==> config.mk <==
export PLATFORM = sky130hd
export DESIGN_NAME = ka_uword_buf
export DESIGN_NICKNAME = d
export VERILOG_FILES = /design/src/rtl/ka_uword_buf_pkg.sv /design/src/rtl/ka_par_grp.sv /design/src/rtl/ka_uword_buf.sv
export SDC_FILE = /design/constraint.sdc
export NUM_CORES = 1
export LEC_CHECK = 0
export CAP_MARGIN = 20
export CORE_ASPECT_RATIO = 0.8
export CORE_MARGIN = 5
export CORE_UTILIZATION = 37
export CTS_CLUSTER_DIAMETER = 120
export DETAILED_ROUTE_END_ITERATION = 12
export HOLD_SLACK_MARGIN = 0.06
export PLACE_DENSITY_LB_ADDON = 0.12
export REMOVE_ABC_BUFFERS = 1
export SYNTH_ARGS = -nofsm -noshare
export SYNTH_HDL_FRONTEND = slang
export SYNTH_SLANG_ARGS = --single-unit
export TNS_END_PERCENT = 100
==> constraint.sdc <==
create_clock -name base_clock_h -period 1.5 [get_ports base_clock_h]
set_input_delay 0.3 -clock base_clock_h [delete_from_list [all_inputs] [get_ports base_clock_h]]
set_output_delay 0.3 -clock base_clock_h [all_outputs]
set_load 0.01 [all_outputs]
==> src/rtl/ka_uword_buf_pkg.sv <==
// Shared constants for the micro-word buffer: LIT field encoding and the
// default parity-group membership mask.
package ka_uword_buf_pkg;

    // Width of the LIT field inside the micro-word.
    localparam int LIT_FIELD_W = 2;

    // LIT field encoding that marks a long literal in the low uop bits.
    localparam logic [LIT_FIELD_W-1:0] LIT_LONG = 2'b11;

    // Default membership mask for the default geometry (4 groups x 96 bits).
    // All-zero means no bit belongs to any group, so only the parity bit counts.
    localparam int                   KA_DFLT_UW_WIDTH = 96;
    localparam int                   KA_DFLT_NGRP     = 4;
    localparam logic [KA_DFLT_NGRP*KA_DFLT_UW_WIDTH-1:0] KA_GRP_MASK_DFLT = '0;

endpackage : ka_uword_buf_pkg

==> src/rtl/ka_par_grp.sv <==
// Masked odd-parity checker for one parity group. The group covers the
// micro-word bits selected by MASK plus its own parity bit; the total number
// of ones must be odd, otherwise the group is flagged as failing.
module ka_par_grp #(
    parameter int             W    = 96,
    parameter logic [W-1:0]   MASK = '0
) (
    input  logic [W-1:0] uop_h,
    input  logic         par_h,
    output logic         fail_h
);

    logic masked_xor;

    // Reduce only the member bits of this group.
    assign masked_xor = ^(uop_h & MASK);

    // Even total (data members plus parity bit) is a failure.
    assign fail_h = ~(masked_xor ^ par_h);

endmodule : ka_par_grp

==> src/rtl/ka_uword_buf.sv <==
// Control-store micro-word buffer. Captures the micro-word and its group
// parity on the M-clock enable, flags odd-parity violations one cycle after a
// load, keeps sticky error state with a saturating counter, and holds a long
// literal register that drives the wired-AND R bus (active low).
module ka_uword_buf
    import ka_uword_buf_pkg::*;
#(
    parameter int                           UW_WIDTH  = 96,
    parameter int                           NGRP      = 4,
    parameter logic [NGRP*UW_WIDTH-1:0]     GRP_MASK  = KA_GRP_MASK_DFLT,
    parameter int                           LIT_LSB   = 40,
    parameter int                           LIT_WIDTH = 32,
    parameter int                           CTR_W     = 8
) (
    input  logic                    base_clock_h,
    input  logic                    sac_reset_h,
    input  logic [UW_WIDTH-1:0]     cs_uop_h,
    input  logic [NGRP-1:0]         cs_par_h,
    input  logic                    ld_en_h,
    input  logic                    stall_h,
    input  logic                    par_chk_en_h,
    input  logic                    litreg_ld_h,
    input  logic                    litr_en_l,
    input  logic                    clr_err_h,
    output logic [UW_WIDTH-1:0]     uop_h,
    output logic                    uop_vld_h,
    output logic                    long_lit_l,
    output logic [LIT_WIDTH-1:0]    lit_rbus_l,
    output logic                    par_err_h,
    output logic [NGRP-1:0]         err_grp_h,
    output logic [CTR_W-1:0]        err_cnt_h
);

    localparam logic [CTR_W-1:0] CTR_ONE = CTR_W'(1);

    logic [NGRP-1:0]        par_q;       // buffered group parity bits
    logic                   loaded_q;    // buffer was written on the last edge
    logic [LIT_WIDTH-1:0]   lit_q;       // long literal register
    logic [NGRP-1:0]        grp_fail;    // per-group failure on buffered word
    logic                   load;        // buffer write this edge
    logic                   err_now;     // error to register this edge
    logic                   long_next;   // active-low long-literal flag of incoming word
    logic [CTR_W-1:0]       cnt_inc;     // saturating increment of the counter

    // A stall freezes the buffer even when the M-clock enable is asserted.
    assign load = ld_en_h & ~stall_h;

    // NAND of the incoming LIT field: low only for the long-literal encoding.
    assign long_next = ~(cs_uop_h[LIT_LSB +: LIT_FIELD_W] == LIT_LONG);

    // Only a freshly loaded word is checked, so a held word never re-flags.
    assign err_now = loaded_q & uop_vld_h & par_chk_en_h & (|grp_fail);

    // Counter stops at all-ones instead of wrapping.
    assign cnt_inc = (&err_cnt_h) ? err_cnt_h : err_cnt_h + CTR_ONE;

    // One masked odd-parity checker per group, each with its own mask slice.
    for (genvar g = 0; g < NGRP; g++) begin : g_par
        ka_par_grp #(
            .W    (UW_WIDTH),
            .MASK (GRP_MASK[g*UW_WIDTH +: UW_WIDTH])
        ) u_par_grp (
            .uop_h  (uop_h),
            .par_h  (par_q[g]),
            .fail_h (grp_fail[g])
        );
    end

    // Micro-word buffer, parity, valid flag and long-literal flag.
    always_ff @(posedge base_clock_h) begin
        // NOTE: non-blocking assignments so every register samples pre-edge values.
        if (sac_reset_h) begin
            uop_h      <= '0;
            par_q      <= '0;
            uop_vld_h  <= 1'b0;
            long_lit_l <= 1'b1;
            loaded_q   <= 1'b0;
        end else begin
            loaded_q <= load;
            if (load) begin
                uop_h      <= cs_uop_h;
                par_q      <= cs_par_h;
                uop_vld_h  <= 1'b1;
                long_lit_l <= long_next;
            end
        end
    end

    // Parity error pulse, sticky failing-group vector and saturating count.
    always_ff @(posedge base_clock_h) begin
        if (sac_reset_h) begin
            par_err_h <= 1'b0;
            err_grp_h <= '0;
            err_cnt_h <= '0;
        end else begin
            par_err_h <= err_now;
            if (err_now) begin
                // A new error beats a simultaneous clear.
                if (clr_err_h) begin
                    err_grp_h <= grp_fail;
                    err_cnt_h <= CTR_ONE;
                end else begin
                    err_grp_h <= err_grp_h | grp_fail;
                    err_cnt_h <= cnt_inc;
                end
            end else if (clr_err_h) begin
                err_grp_h <= '0;
                err_cnt_h <= '0;
            end
        end
    end

    // Literal register captures the currently buffered word, not the one loading.
    always_ff @(posedge base_clock_h) begin
        if (sac_reset_h) begin
            lit_q <= '0;
        end else if (litreg_ld_h && !long_lit_l) begin
            lit_q <= uop_h[LIT_WIDTH-1:0];
        end
    end

    // Wired-AND R bus: released high unless the active-low enable is asserted.
    assign lit_rbus_l = litr_en_l ? '1 : ~lit_q;

endmodule : ka_uword_buf
==> results by stage, run 1 <==
Status:
- The flow ran to the end, and the final reports show no timing, DRC or antenna violations.

Worst setup path:
- The data arrival time of the critical path is 1.17 ns.
- The worst endpoint required time is roughly 1.2 ns.
- The peak fanout along the critical path is 16.
- Together, buffers and inverters on the worst path number 3.
- The worst setup path is of the input pin to primary output kind.
- The slowest stage of the critical path is the sky130_fd_sc_hd__bufbuf_16 cell.
- Walking the worst path, the cells encountered are clkdlybuf4s15_2, bufbuf_16, nand2b_1, clkdlybuf4s15_1.
- The stage delay of the slowest cell on the critical path is ~0.29 ns.
- The sort of element at the end of the critical path is a primary output.
- STA classifies the critical path startpoint as an input pin.
- Broken down by cell family, the worst path's largest delay share belongs to buffers and inverters.

STA:
- Setup repair after global routing left no endpoint under its margin.
- The number of hold violations in the final report came to 0.
- The number of slew-limit violations in the final report was 0.
- The slew at the pin with the worst max-slew slack is between 0.4 and 0.5 ns.
- The minimum clock period after layout is roughly 1.5 ns.
- Across the routed clock network, the largest skew measured is approximately 0.0066 ns.
- The final critical-path setup slack is 0.03013 ns.
- The share of the clock period used by the worst path after layout is 0.9799.
- Measured against its own limit, the worst slew margin works out to 0.6887.
- Timing would allow up to 0.6803 GHz.
- Setup violations remaining at the end of the flow were counted as 0.

GRT:
- The aggregate global routing overflow is 0.
- The first-pass GRT wire length is between 20 and 30 mm.
- The number of global-route vias before repair was ~5.4k.
- The pin count of the biggest net entering global routing is 58.
- The number of antenna violations at the first check in global routing is 0.
- For this run, the total global-route usage over all layers was measured as 0.2003.

Yosys:
- The count of synthesis-stage warnings from yosys is 0.
- The register bit count reported by yosys is ~150.
- The number of standard cells after synthesis is a little under 700.
- The count of unique library cells instantiated by Yosys is 30.
- The synthesized area per cell is 7.887 sq um.
- The share of the Yosys chip area taken by registers is 0.5484.
- After synthesis the cells add up to ~5400 sq um.

Power and ir drop:
- The reported leakage power is 3.605 nW.
- The overall power is ~9.3 mW.
- The power density relative to cell area is roughly 1100 nW/um^2.
- IR analysis of the VDD net gives a maximum drop of a little under 0.0009 V.

Drt:
- The antenna violation net count after detailed routing is 0.
- The length of the first detailed-routing pass in iterations is 6.
- The number of remaining DRC errors is 0.
- For this block, the initial DRC count from the detailed router was 196.
- The per-cell via count in the routed design is between 4 and 5.
- The routed layout has around 5.3k vias.
- Dividing the detail-routed wire length by the instance count gives between 15 and 20 microns.
- The final wirelength is between 15 and 20 mm.

CTS:
- No sink is reached through more buffers than the 2 on the longest clock path.
- The count of clock tree sinks is between 100 and 150.
- The count of buffers added by post-CTS timing repair for setup is 0.
- Clock-pin slew was measured on the worst setup and hold paths at around 0.060 ns.
- The H-tree depth is 4.
- The number of buffers added to fix hold violations after cts is 0.
- TritonCTS built the clock tree.
- Clock tree synthesis inserted a total of 17 buffers.
- At the later pin of the worst-skew pair, clock insertion delay measures 0.41 ns.
- The clock tree root driver cell is sky130_fd_sc_hd__clkbuf_16.

Cells and area:
- At the end of the flow the core is filled with cells to 0.6057.
- The synthesis-to-layout area growth is 60.28%.
- The finished cells cover 8660 sq um.
- The number of fillers in the final layout is between 1k and 1.5k.
- The finished layout holds between 1k and 1.5k standard cells, fillers aside.
- The most common cell after layout, fill and taps aside is sky130_fd_sc_hd__nand2_1.
- In the final layout, the share of cells above drive strength 1 is 0.07898.
- The library cells used most frequently in the layout, excluding fill and tap cells, are 271 x sky130_fd_sc_hd__nand2_1, 142 x sky130_fd_sc_hd__dfxtp_1, 138 x sky130_fd_sc_hd__a21oi_1.
- The total inserted antenna cells is 0.
- The net count of the finished layout is around 1.0k.

Floorplanning:
- The total core area is 14300 sq um.
- The count of boundary I/O pins is around 250.
- The floorplan step defined a die boundary enclosing between 15000 and 20000 sq um.
- The starting utilization of the core area is 0.3779.
- The horizontal die dimension is between 100 and 150 microns.
- The die is roughly 120 microns tall.
- The initialized floorplan defines 39 standard-cell rows.

Place:
- The global placement routability congestion is between 0.7 and 0.8.
- Summing all placed instances gives a cell area of roughly 8200 sq um.
- The minimum setup slack after placement is -0.4653 ns.
- The count of port buffers added during placement is 250.
- The instance count after placement with tap cells included is between 1k and 1.5k.
- The detailed placement HPWL is around 13 mm.

Worst hold path:
- The worst hold path belongs to the class input pin to register.

Job:
- The max-capacitance violation count is 0.
==> worst reg2reg max path, cell delays in order (launching register included) <==
cell	delay, ns
sky130_fd_sc_hd__dfxtp_1	0.34
sky130_fd_sc_hd__ha_2	0.22
sky130_fd_sc_hd__nand3_4	0.11
sky130_fd_sc_hd__nor4b_1	0.39
sky130_fd_sc_hd__a31oi_1	0.15
sky130_fd_sc_hd__o21a_1	0.12
==> timing repair <==
action	CTS	global route
endpoints found under the setup margin	143	16
hold endpoints to repair	0	0
cloned	1	0
pin swaps	0	2
gates resized for setup	167	13
==> metrics by stage <==
step                      setup TNS [ns]  hold WS (ns)
after floorplan                  -260.92        0.3691
after global placement            -26.26        0.4410
after detailed placement          -31.37        0.4465
after CTS                              0        0.1451
after global routing                   0        0.1746
final                                  0        0.1741
==> logic make-up after synthesis <==
| kind of cell | synth area share |
|---|---|
| flip-flops | 0.5484 |
| AO/OA/AOI/OAI | 0.1454 |
| adder cells (fa/ha/maj) | 0.002316 |
| buffers and inverters | 0.04076 |
| multiplexers | 0.001853 |
| AND/OR/NAND/NOR | 0.2596 |
| XOR/XNOR | 0.001621 |
==> cell type report <==
type                            instances  area [sq um]  area share
Sequential cell                       148          2970      0.3430
Inverter                                2         7.507   0.0008669
Clock inverter                          4         72.57    0.008380
Timing Repair Buffer                  273          2630      0.3037
Multi-Input combinational cell        486          2247      0.2595
Clock buffer                           24         501.7     0.05794
Tap cell                              184         230.2     0.02659
==> sequential cells by signal (all words and copies together) (netlist names) <==
name and flops:
uop_h 96, par_q 4, par_err_h 1, uop_vld_h 1, loaded_q 1, err_grp_h 4
long_lit_l 1, lit_q 32, err_cnt_h 8
==> layer usage <==
metal | global-route usage | vias up | part of all wire
met4 | 0.06702 | 0 | 0.015
met2 | 0.3292 | 190 | 0.47
met3 | 0.09969 | 20 | 0.11
met5 | 0 | - | 0
li1 | - | 2686 | -
met1 | 0.2266 | 2437 | 0.40
==> power by group <==
group	switching, mW	internal, mW
registers	0.0775	4.07
clock network	1.53	2.63
logic	0.438	0.524
==> cell usage after synthesis, drive strengths merged <==
library cell | number | area, sq um
o21a | 2 | 15.01
nand4 | 3 | 33.78
or4 | 1 | 7.510
o21ai | 9 | 45.04
nand3 | 4 | 25.02
ha | 1 | 12.51
buf | 20 | 103.9
or2 | 2 | 12.52
clkbuf | 29 | 108.9
dfxtp | 148 | 2963
nor2 | 6 | 22.52
nor4b | 1 | 8.760
xnor2 | 1 | 8.760
a21oi | 138 | 690.7
o211ai | 1 | 21.27
nor2b | 2 | 12.51
and3 | 1 | 11.26
inv | 2 | 7.510
or3 | 4 | 25.02
mux2i | 1 | 10.01
a31oi | 1 | 6.260
o31ai | 1 | 7.510
or2b | 1 | 7.510
nand2b | 35 | 219.0
nand2 | 271 | 1017
==> final timing paths <==
check | endpoint | depth (start not counted) | start | slack, ns
setup / recovery | lit_rbus_l[19] | 4 | litr_en_l | 0.03
hold / removal | par_q[1]$_SDFFE_PP0P_ | 2 | sac_reset_h | 0.17
setup reg to reg | err_cnt_h[6]$_SDFFE_PP0P_ | 5 | err_cnt_h[0]$_SDFFE_PP0P_ | 0.07
hold reg to reg | uop_h[38]$_SDFFE_PP0P_ | 2 | uop_h[38]$_SDFFE_PP0P_ | 0.45
Power figures use the tool's default switching activity.
==> run 2, diff against run 1 <==
--- a/config.mk
+++ b/config.mk
@@ -11,6 +11,7 @@
 export CORE_UTILIZATION = 37
 export CTS_CLUSTER_DIAMETER = 120
 export DETAILED_ROUTE_END_ITERATION = 12
+export GPL_ROUTABILITY_DRIVEN = 0
 export HOLD_SLACK_MARGIN = 0.06
 export PLACE_DENSITY_LB_ADDON = 0.12
 export REMOVE_ABC_BUFFERS = 1
==> results of run 2 <==
No change in the layout: final DEF, timing and power equal those of run 1.
==> run 3, diff against run 2 <==
--- a/config.mk
+++ b/config.mk
@@ -5,11 +5,12 @@
 export SDC_FILE = /design/constraint.sdc
 export NUM_CORES = 1
 export LEC_CHECK = 0
+export ABC_AREA = 1
 export CAP_MARGIN = 20
 export CORE_ASPECT_RATIO = 0.8
 export CORE_MARGIN = 5
 export CORE_UTILIZATION = 37
-export CTS_CLUSTER_DIAMETER = 120
+export CTS_CLUSTER_DIAMETER = 150
 export DETAILED_ROUTE_END_ITERATION = 12
 export GPL_ROUTABILITY_DRIVEN = 0
 export HOLD_SLACK_MARGIN = 0.06
==> results by stage, run 3 <==
Status:
- The run finished with clean final reports.

Yosys:
- The post-synthesis compound-gate area fraction was 0.1414 (-0.004061).
- The fraction of the yosys area taken by sequential cells is 0.5452 (-0.003157).
- Among all flip-flop cells after synthesis, the most frequent one is sky130_fd_sc_hd__dfxtp_1.
- The cell taking the most area after synthesis is sky130_fd_sc_hd__dfxtp_1.
- The number of synthesized flops with an enable pin came to 0 (unchanged).
- The adder-cell share of the synthesized area came to 0.002303 (-0.00001333).
- The synthesized area per cell is 7.600 sq um (-3.6%).
- Counting instances in the post-synthesis netlist gives the leading cell types as 271 x sky130_fd_sc_hd__nor2_1, 148 x sky130_fd_sc_hd__dfxtp_1, 134 x sky130_fd_sc_hd__o21ai_0.
- The share of the synthesized netlist area taken by xor and xnor gates is 0 (-0.001621).
- The area of the mapped netlist is 5434 sq um (+0.58%).
- The count of unique library cells instantiated by Yosys is 22 (-27%).
- The count of synthesis-stage warnings from yosys is 0 (unchanged).
- The number of standard cells after synthesis is 715 (+4.4%).
- The proportion of netlist area held by the largest area contributor is 0.5452 (-0.003157).
- The fraction of the mapped netlist area in simple logic gates is 0.2572 (-0.002415).
- The register bit count reported by yosys is 148 (unchanged).
- The fraction of registers with async set/reset is 0 (unchanged).
- The multiplexer share of the synthesized area is 0 (-0.001853).
- Yosys attributes the largest share of cell area to sky130_fd_sc_hd__dfxtp_1 55%, sky130_fd_sc_hd__nor2_1 19%, sky130_fd_sc_hd__o21ai_0 12%.
- The most frequent cell after synthesis is sky130_fd_sc_hd__nor2_1.
- The combinational family with the most area after synthesis is simple AND/OR/NAND/NOR gates.

STA:
- The minimum clock period after layout is 1.427 ns (-0.04336 ns).
- The count of endpoints failing setup in the final report is 0 (unchanged).
- The number of slew-limit violations in the final report is 0 (unchanged).
- The largest clock skew in the final design is 0.005938 ns (-0.0006584 ns).
- The share of the clock period used by the worst path after layout is 0.9510 (-0.02891).
- The number of hold violations in the final report is 0 (unchanged).
- Setup repair after global routing left no endpoint under its margin.
- The highest clock frequency the design can meet was 0.7010 GHz (+3.0%).
- The tightest slew margin relative to the limit is 0.8406 (+0.1519).
- The slew at the pin with the worst max-slew slack came to 0.2366 ns (-0.2304 ns).
- The final critical-path setup slack is 0.07349 ns (+0.04336 ns).

Cells and area:
- The number of fillers in the final layout is 1336 (+2.7%).
- The synthesis-to-layout area growth is 63.16%.
- The flip-flop count of the largest register, all copies and words added is 96 (unchanged).
- The post-layout net count is 1079 (+4.1%).
- The post-layout instance area is 8866 sq um (+2.4%).
- Ranked by flip-flop count, first place goes to uop_h.
- The library cells used most frequently in the layout, excluding fill and tap cells, are 271 x sky130_fd_sc_hd__nor2_1, 147 x sky130_fd_sc_hd__dfxtp_1, 136 x sky130_fd_sc_hd__dlygate4sd2_1.
- The fraction of layout instances using a drive strength above 1 is 0.08850 (+0.009529).
- The total inserted antenna cells is 0 (unchanged).
- The non-filler instance count after layout came to 1167 (+4.1%).
- The largest registers in the layout are uop_h (96), lit_q (32), err_cnt_h (8).
- The most common cell after layout, fill and taps aside is sky130_fd_sc_hd__nor2_1.

Worst hold path:
- The type of the tightest min-delay check is register to register.
- For hold timing, the worst endpoint is err_grp_h[2]$_SDFFE_PP0P_.
- The instance count along the most critical hold path is 2 (unchanged).
- In this run the most critical hold path is launched from err_grp_h[2]$_SDFFE_PP0P_.

GRT:
- The aggregate global routing overflow is 0 (unchanged).
- The pin count of the biggest net entering global routing is 50 (-14%).
- The number of antenna violations at the first check in global routing is 0 (unchanged).
- The combined global-route utilization of all metal layers is 0.1954 (-0.004876).
- The first-pass GRT wire length is 27.34 mm (-2.5%).
- The number of global-route vias before repair came to 5207 (-3.4%).

Power and ir drop:
- The maximum resistive drop on vdd was 0.0007745 V (-12%).
- The reported leakage power is 3.998 nW (+11%).
- The overall power was 10.00 mW (+7.9%).
- The power density relative to cell area was 1128 nW/um^2 (+5.3%).

Worst setup path:
- The worst setup path is launched from an input pin.
- The worst reg-to-reg path cell count is 10 (+5).
- The stage delay of the slowest cell on the critical path came to 0.26 ns (-0.03 ns).
- The critical path is of the input pin to primary output type.
- The endpoint of the worst-slack reg-to-reg timing path is err_cnt_h[6]$_SDFFE_PP0P_.
- The worst setup slack for register-to-register paths was 0.15 ns (+0.08 ns).
- The worst endpoint required time is 1.20 ns (about the same).
- The data arrival time of the critical path is 1.13 ns (-0.04 ns).
- The slowest library cell on the worst path is sky130_fd_sc_hd__dlygate4sd2_1.
- The startpoint identified for the worst register-to-register timing path is err_cnt_h[0]$_SDFFE_PP0P_.
- The peak fanout along the critical path was 9 (-7).
- Walking the worst path, the cells encountered are clkdlybuf4s15_1, clkinv_4, buf_12, nand2_1, dlygate4sd2_1.
- The sort of element at the end of the critical path is a primary output.

CTS:
- The number of buffers between clock root and the deepest sink is 2 (unchanged).
- TritonCTS built the clock tree.
- The clock tree root driver cell is sky130_fd_sc_hd__clkbuf_16.
- The number of clock buffers inserted by TritonCTS came to 17 (unchanged).
- The count of clock tree sinks came to 148 (unchanged).
- The post-CTS clock slew at the launch and capture registers of the worst setup and hold paths came to 0.06 ns (about the same).
- The clock insertion delay at the later pin of the skew report came to 0.41 ns (about the same).
- The H-tree depth is 4 (unchanged).

Floorplanning:
- The y dimension of the die came to 118.4 microns (+0.27%).
- The horizontal die dimension is 145.5 microns (+0.27%).
- The count of boundary I/O pins is 251 (unchanged).
- The starting utilization of the core area is 0.3788 (+0.0008951).
- The total core area is 14350 sq um (+0.34%).
- The die area came to 17230 sq um (+0.54%).
- The number of standard-cell rows in the floorplan was 39 (unchanged).

Place:
- The minimum setup slack after placement is -0.4330 ns (+0.03239 ns).
- The instance count after placement with tap cells included is 1132 (+3.7%).
- The area of placed instances is 8366 sq um (+1.7%).
- The count of port buffers added during placement was 250 (unchanged).
- The detailed placement HPWL was 12.18 mm (-3.1%).

Drt:
- The number of remaining DRC errors is 0 (unchanged).
- The via total after detailed routing is 5322 (-0.21%).
- The wire length per cell after detailed routing is 14.73 microns (-6.4%).
- The final wirelength is 17.19 mm (-2.5%).
- The antenna violation net count after detailed routing is 0 (unchanged).
- The per-cell via count in the routed design is 4.560 (-4.1%).
- The length of the first detailed-routing pass in iterations is 4 (-2).
- The starting DRC count in detailed routing is 221 (+13%).

Job:
- The max-capacitance violation count is 0 (unchanged).
## run 3: cell types whose count changed in the layout (fill, tap and decap cells not counted), moves of 8 or more
cell / change
sky130_fd_sc_hd__o21ai_0: +125
sky130_fd_sc_hd__nor2_1: +265
sky130_fd_sc_hd__dlygate4sd2_1: +10
sky130_fd_sc_hd__inv_1: +13
sky130_fd_sc_hd__clkbuf_2: -8
sky130_fd_sc_hd__a21oi_1: -133
sky130_fd_sc_hd__nand2_1: -207
sky130_fd_sc_hd__nand2b_1: -34
## run 3: timing repair
item                       in CTS  in global routing
gates cloned                    2                  0
buffers inserted                0                  1
resized for setup             165                  6
hold buffers                    0                  0
setup endpoints to repair     143                 14
## run 3: how the worst max path moves through the flow
stage	start	end	slack (ns)	cells after the start
detailed placement	litr_en_l	lit_rbus_l[16]	-0.43	5
global route	lit_q[8]$_SDFFE_PP0P_	lit_rbus_l[8]	0.02	2
global placement	litr_en_l	lit_rbus_l[30]	-0.42	5
finish	litr_en_l	lit_rbus_l[21]	0.07	5
floorplan	ld_en_h	long_lit_l$_SDFFE_PP1P_	-2.43	4
CTS	litr_en_l	lit_rbus_l[16]	0.003	5
## run 3: logic make-up (layout without fill, tap and decap cells)
group | Yosys count | after routing
AOI/OAI and AO/OA | 148 | 148
adders and majority gates | 1 | 1
buffers and inverters | 64 | 332
and+or+nand+nor | 354 | 354
DFF | 148 | 148
## run 3: power breakdown
| group | switching (mW) | internal (mW) |
|---|---|---|
| combinational | 0.564 | 0.644 |
| sequential | 0.110 | 4.14 |
| clock | 1.58 | 2.95 |
| total | 2.26 | 7.74 |
## run 3: through the flow
stage	hold WS (ns)	TNS, ns	util
detailed placement	0.4559	-29.18	0.5831
finish	0.4599	0	0.6180
floorplan	0.3624	-242.88	-
global placement	0.4473	-27.03	0.5831
global route	0.4552	0	0.6180
CTS	0.4481	0	0.6167
## run 3: worst max-delay path, delay by kind of cell
| family | cells | cell delay [ns] |
|---|---|---|
| buf+inv | 4 | 0.76 |
| simple gates | 1 | 0.06 |
## run 3: final cells by class
class / instances / area (sq um) / share of cell area
flip-flops and latches: 148 / 2964 / 0.3343
repair buffers: 282 / 2778 / 0.3133
multi-input cells: 503 / 2183 / 0.2463
clock buffers: 23 / 488.0 / 0.05504
well taps: 184 / 230.2 / 0.02597
clock inverters: 9 / 148.9 / 0.01679
inverters: 18 / 73.82 / 0.008326
## run 3: routing by layer
layer	global-route usage	routed length, microns
met5	0	0
met1	0.2374	7564
met3	0.09373	1628
met4	0.06935	321
met2	0.3039	7673
